File: config.mk
export PLATFORM = sky130hd
export DESIGN_NAME = chunked_twos_negator
export DESIGN_NICKNAME = d
export VERILOG_FILES = /design/src/rtl/negator_pkg.sv /design/src/rtl/chunk_inv_inc.sv /design/src/rtl/chunked_twos_negator.sv
export SDC_FILE = /design/constraint.sdc
export NUM_CORES = 1
export LEC_CHECK = 0
export BUFFER_PORTS_ARGS = -buffer_cell sky130_fd_sc_hd__buf_2
export CAP_MARGIN = 15
export CORE_MARGIN = 2
export CORE_UTILIZATION = 40
export CTS_CLUSTER_DIAMETER = 150
export CTS_CLUSTER_SIZE = 8
export DETAILED_ROUTE_END_ITERATION = 10
export SLEW_MARGIN = 20
export SYNTH_ARGS = -nofsm -noshare
export SYNTH_HDL_FRONTEND = slang
export SYNTH_SLANG_ARGS = --single-unit
File: constraint.sdc
create_clock -name clk -period 7.95 [get_ports clk]
set_clock_uncertainty 0.15 [all_clocks]
set_input_delay 0.3975 -clock clk [delete_from_list [all_inputs] [get_ports clk]]
set_output_delay 0.3975 -clock clk [all_outputs]
set_load 0.01 [all_outputs]
File: src/rtl/negator_pkg.sv
`default_nettype none
// ============================================================================
//  Module      : negator_pkg
//  Description : Shared types for the chunked two's-complement negator:
//                operation modes, FSM states and the invert decision.
//  Revision    : 1.0  initial release
// ============================================================================
package negator_pkg;

    // Operation modes; the unnamed code 2'b11 behaves as negate
    typedef enum logic [1:0] {
        MODE_PASS = 2'b00,
        MODE_NEG  = 2'b01,
        MODE_ABS  = 2'b10
    } neg_mode_t;

    // Top-level control states
    typedef enum logic [1:0] {
        IDLE = 2'b00,
        CALC = 2'b01,
        DONE = 2'b10
    } neg_state_t;

    // True when the operand must be inverted-and-incremented
    function automatic logic needs_invert(input logic [1:0] mode, input logic sign);
        return (mode == MODE_NEG) || (mode == 2'b11) || ((mode == MODE_ABS) && sign);
    endfunction

endpackage
`default_nettype wire

File: src/rtl/chunk_inv_inc.sv
`default_nettype none
// ============================================================================
//  Module      : chunk_inv_inc
//  Description : CHUNK-bit conditional invert plus carry-in increment.
//                One slice of the multi-cycle two's-complement datapath.
//  Revision    : 1.0  initial release
// ============================================================================
module chunk_inv_inc #(
    parameter int CHUNK = 4
) (
    input  logic [CHUNK-1:0] op,
    input  logic             inv,
    input  logic             cin,
    output logic [CHUNK-1:0] sum,
    output logic             cout
);

    logic [CHUNK:0] w_total;

    // One extra bit holds the carry into the next chunk
    assign w_total = {1'b0, op ^ {CHUNK{inv}}} + {{CHUNK{1'b0}}, cin};
    assign {cout, sum} = w_total;

endmodule
`default_nettype wire

File: src/rtl/chunked_twos_negator.sv
`default_nettype none
// ============================================================================
//  Module      : chunked_twos_negator
//  Description : Multi-cycle two's-complement pass/negate/abs unit. Processes
//                CHUNK bits per cycle through a registered carry, one operand
//                in flight, valid/ready on both sides.
//                Optional macro NEG_OVF_EN: negating the most-negative operand
//                saturates to 0111..1 and raises out_ovf; otherwise the result
//                wraps to 1000..0 and out_ovf stays 0.
//  Revision    : 1.0  initial release
// ============================================================================
module chunked_twos_negator
    import negator_pkg::*;
#(
    parameter int WIDTH = 16,
    parameter int CHUNK = 4
) (
    input  logic             clk,
    input  logic             rst,
    input  logic             in_valid,
    output logic             in_ready,
    input  logic [WIDTH-1:0] in_data,
    input  logic [1:0]       in_mode,
    output logic             out_valid,
    input  logic             out_ready,
    output logic [WIDTH-1:0] out_data,
    output logic             out_ovf
);

    localparam int               c_NCHUNK   = WIDTH / CHUNK;
    localparam int               c_IDX_W    = (c_NCHUNK > 1) ? $clog2(c_NCHUNK) : 1;
    localparam logic [c_IDX_W-1:0] c_LAST_IDX = c_IDX_W'(c_NCHUNK - 1);
    localparam logic [WIDTH-1:0] c_MOST_NEG = {1'b1, {(WIDTH-1){1'b0}}};
    localparam logic [WIDTH-1:0] c_SAT      = {1'b0, {(WIDTH-1){1'b1}}};

    neg_state_t         r_state;
    logic [WIDTH-1:0]   r_op;
    logic [CHUNK-1:0]   r_res [c_NCHUNK];
    logic [c_IDX_W-1:0] r_idx;
    logic               r_carry;
    logic               r_inv;
    logic               r_out_valid;

    logic [CHUNK-1:0]   w_op_chunks [c_NCHUNK];
    logic [CHUNK-1:0]   w_sum;
    logic               w_cout;
    logic               w_inv;

`ifdef NEG_OVF_EN
    logic               r_ovf_hit;
    logic               r_ovf;
`endif

    // Split the latched operand into chunks and reassemble the result
    for (genvar g = 0; g < c_NCHUNK; g++) begin : g_chunks
        assign w_op_chunks[g]              = r_op[g*CHUNK +: CHUNK];
        assign out_data[g*CHUNK +: CHUNK] = r_res[g];
    end

    assign w_inv     = needs_invert(in_mode, in_data[WIDTH-1]);
    assign in_ready  = (r_state == IDLE);
    assign out_valid = r_out_valid;

`ifdef NEG_OVF_EN
    assign out_ovf = r_ovf;
`else
    assign out_ovf = 1'b0;
`endif

    // Single shared slice; the chunk under work is picked by r_idx
    chunk_inv_inc #(
        .CHUNK (CHUNK)
    ) u_slice (
        .op   (w_op_chunks[r_idx]),
        .inv  (r_inv),
        .cin  (r_carry),
        .sum  (w_sum),
        .cout (w_cout)
    );

    // Control FSM with operand, result, index and carry registers
    always_ff @(posedge clk) begin
        if (rst) begin
            r_state     <= IDLE;
            r_op        <= '0;
            r_idx       <= '0;
            r_carry     <= 1'b0;
            r_inv       <= 1'b0;
            r_out_valid <= 1'b0;
            for (int i = 0; i < c_NCHUNK; i++) begin
                r_res[i] <= '0;
            end
`ifdef NEG_OVF_EN
            r_ovf_hit   <= 1'b0;
            r_ovf       <= 1'b0;
`endif
        end else begin
            case (r_state)
                IDLE: begin
                    if (in_valid) begin
                        r_op    <= in_data;
                        r_inv   <= w_inv;
                        r_carry <= w_inv;
                        r_idx   <= '0;
                        r_state <= CALC;
`ifdef NEG_OVF_EN
                        r_ovf_hit <= w_inv && (in_data == c_MOST_NEG);
                        r_ovf     <= 1'b0;
`endif
                    end
                end
                CALC: begin
                    r_res[r_idx] <= w_sum;
                    r_carry      <= w_cout;
                    if (r_idx == c_LAST_IDX) begin
                        // Final carry-out is dropped: result is modulo 2^WIDTH
                        r_state     <= DONE;
                        r_out_valid <= 1'b1;
`ifdef NEG_OVF_EN
                        r_ovf <= r_ovf_hit;
                        if (r_ovf_hit) begin
                            for (int i = 0; i < c_NCHUNK; i++) begin
                                r_res[i] <= c_SAT[i*CHUNK +: CHUNK];
                            end
                        end
`endif
                    end else begin
                        r_idx <= r_idx + c_IDX_W'(1);
                    end
                end
                DONE: begin
                    if (out_ready) begin
                        r_out_valid <= 1'b0;
                        r_state     <= IDLE;
                    end
                end
                default: r_state <= IDLE;
            endcase
        end
    end

endmodule
`default_nettype wire

==> run metrics <==
drt total wl 3.47 mm; worst-path fanout max 13; syn_nets 210; MaxCap Viol Count 0; Total Routing Usage GR 14.9%; Simple-Gate Fraction of Synth Area 18.0%; fin crit share 35.7%; Yosys cell types 37; Worst-path clk slew 70 ps; Skew-Pair Late Insertion Delay 290 ps; core box area 4320 µm²; placed cell area 1980 µm²; DP Worst Slack 5100 ps; Final Util 48.5%; GR peak layer met2; actual slew at the worst max-slew pin between 600 and 700 ps; R2R Path End r_res[1][2]$_SDFFCE_PN0P_; Synth Cell Area 1780 µm²; Reg2Reg Depth 7; Synth Area per Inst 9.63 µm²; EDFF count, synth 16; Power Dens Cells 208 nW/µm²; CP Data Arrival Time 2720 ps; DP HPWL 2.49 mm; io pins 41; Post-CTS Setup Inserts 0; post-route setup TNS 0 ps; classification of the worst setup path reg2reg; minimum clock period between 2000 and 3000 ps; flop2flop setup slack 5120 ps; post-route cell area approximately 2100 µm²; largest family of logic cells by synthesized area simple AND/OR/NAND/NOR gates; clock sink count 39; Final setup viols 0; Initial Util 41.2%; # DRC 0; number of vias in the routed layout between 1000 and 1500; CTS tree yes; fin. max-slew vios 0; Top FF cell, synth dfxtp_1; Seq/Total Area, Yosys 52.8%; Die ar. 5000 µm²; Via density 5.08; met1 Use GR between 10% and 20%; Synth Area in Compound Gates 12.5%; Synth Area in Adders 2.11%; Area Overhead vs Synth 17.8%; fmax 353 MHz; RSZ-0062 raised after global routing false; CTS buffer count 5; start of the worst register-to-register path r_idx[0]$_SDFFE_PP0P_; overflow left after global routing 0; largest net degree at the start of global routing 26; Die H ~70 µm; status finished, final reports clean; CP Launch Type flip-flop; DR WL/cell 12.7 µm; RD Place Congestion 0.748; GRT met3 Usage 4.42%; # hold bufs at CTS 0; Synth Register Bits 39; antenna diode count 0; Max VDD drop 0.0000956 V; Layout Nets roughly 250; Mapped Cells approximately 190; 1st-pass router iterations 4; CP required 7830 ps; Post-DRT Antenna Nets 0; Clock Tree Root clkbuf_8; share of cells above drive strength 1 about a quarter; H-Tree Level Count 2; Slew HR 54.3%; XOR/XNOR Fraction of Synth Area 1.97%; Final WS setup 5120 ps; YS warnings 0; WHS Path Cells 3; worst-case clock buffer depth 2; Port-buffer cells 39; initial antenna violation count 0; routing usage on met2 24.0%; endpoints failing hold 0; Pleak 0.870 nW; vias in the first global route 1292; Post-CTS Resized 0; global-route wire length before repair roughly 6.0 mm; std cell rows 24; DR iter-0 viols 49; hold wc startpoint in_data[12]; Hold EP r_op[12]$_SDFFE_PP0P_; mux share of post-synthesis cell area 7.72%; Min-Delay Path Class in2reg; Die W between 70 and 80 µm; Worst setup EP type flip-flop; Synth async-reset ratio 0%
## through the flow
| stage | std cells | hold WS, ps | total power, mW |
|---|---|---|---|
| 5_1_grt | 273 | 179 | 0.459 |
| 3_5_place_dp | 265 | 296 | 0.282 |
| 4_1_cts | 273 | 182 | 0.442 |
| 3_3_place_gp | 265 | 293 | 0.282 |
| 6_report | 273 | 187 | 0.437 |
| 2_1_floorplan | 185 | 282 | 0.265 |
## worst max-delay path by stage
stage	startpoint	slack, ps	to
floorplan	r_idx[0]$_SDFFE_PP0P_	5400	r_res[0][2]$_SDFFCE_PN0P_
global placement	r_idx[0]$_SDFFE_PP0P_	5160	r_res[2][2]$_SDFFCE_PN0P_
detailed placement	r_idx[0]$_SDFFE_PP0P_	5100	r_res[2][2]$_SDFFCE_PN0P_
CTS	r_idx[0]$_SDFFE_PP0P_	5100	r_res[2][2]$_SDFFCE_PN0P_
global route	r_idx[0]$_SDFFE_PP0P_	4850	r_res[1][2]$_SDFFCE_PN0P_
finish	r_idx[0]$_SDFFE_PP0P_	5120	r_res[1][2]$_SDFFCE_PN0P_
## registers in the layout, indices dropped and copies added, names as in the netlist
name       count
r_carry        1
out_valid      1
r_state        2
r_inv          1
r_res         16
r_op          16
r_idx          2
## routing by layer
metal / vias to the layer above / wire, µm
met5: - / 0
met4: 0 / 45
met2: 37 / 1630
met3: 5 / 175
li1: 708 / -
met1: 636 / 1620
## logic make-up (layout without fill, tap and decap cells)
group,after synthesis,in the layout
simple gates,75,75
flops,39,39
compound gates,37,37
buf+inv,18,54
mux,8,8
xor+xnor,4,4
fa+ha+maj,3,3
other cells,1,1
## report_power, final
part	leakage, nW	total [mW]	switching (mW)	internal [mW]
clock	0.0556	0.159	0.0675	0.0918
combinational	0.460	0.0509	0.0289	0.0220
sequential	0.355	0.227	0.00790	0.219
## critical path, stage by stage (launching register included)
cell and delay [ps]:
dfxtp_1 660, mux4_1 640, xnor2_1 150, ha_1 230, ha_1 220, xor2_1 150
xnor2_1 300, nor2_1 90
## placed cells by master (no fill, tap or decap), drive strengths merged, types with 2 or more instances in the layout
| master | instances |
|---|---|
| a21oi | 24 |
| a22oi | 3 |
| a31oi | 2 |
| buf | 39 |
| clkbuf | 5 |
| clkinv | 2 |
| dfxtp | 23 |
| edfxtp | 16 |
| ha | 3 |
| inv | 7 |
| mux2 | 3 |
| mux4 | 4 |
| nand2 | 40 |
| nand2b | 2 |
| nor2 | 22 |
| nor2b | 2 |
| nor3 | 2 |
| o21ai | 2 |
| or3 | 2 |
| xnor2 | 3 |
## cell usage after synthesis (all sizes together) (2+ instances only)
cell | instances | area [µm²]
a21oi | 24 | 124
a22oi | 3 | 22.5
a31oi | 2 | 12.5
buf | 4 | 31.3
clkbuf | 7 | 26.3
dfxtp | 23 | 460
edfxtp | 16 | 480
ha | 3 | 37.5
inv | 7 | 26.3
mux2 | 3 | 33.8
mux4 | 4 | 93.8
nand2 | 40 | 150
nand2b | 2 | 12.5
nor2 | 22 | 82.6
nor2b | 2 | 12.5
nor3 | 2 | 10.0
o21ai | 2 | 10.0
or3 | 2 | 12.5
xnor2 | 3 | 26.3
## final cells by class
type,instances,area [µm²]
timing repair buffer,39,195
sequential,39,941
multi-input combinational,128,763
fill,443,2230
clock inverter,3,38.8
tap,52,65.1
clock buffer,5,68.8
inverter,7,26.3
Note: power is estimated with default switching activity, not from simulation.
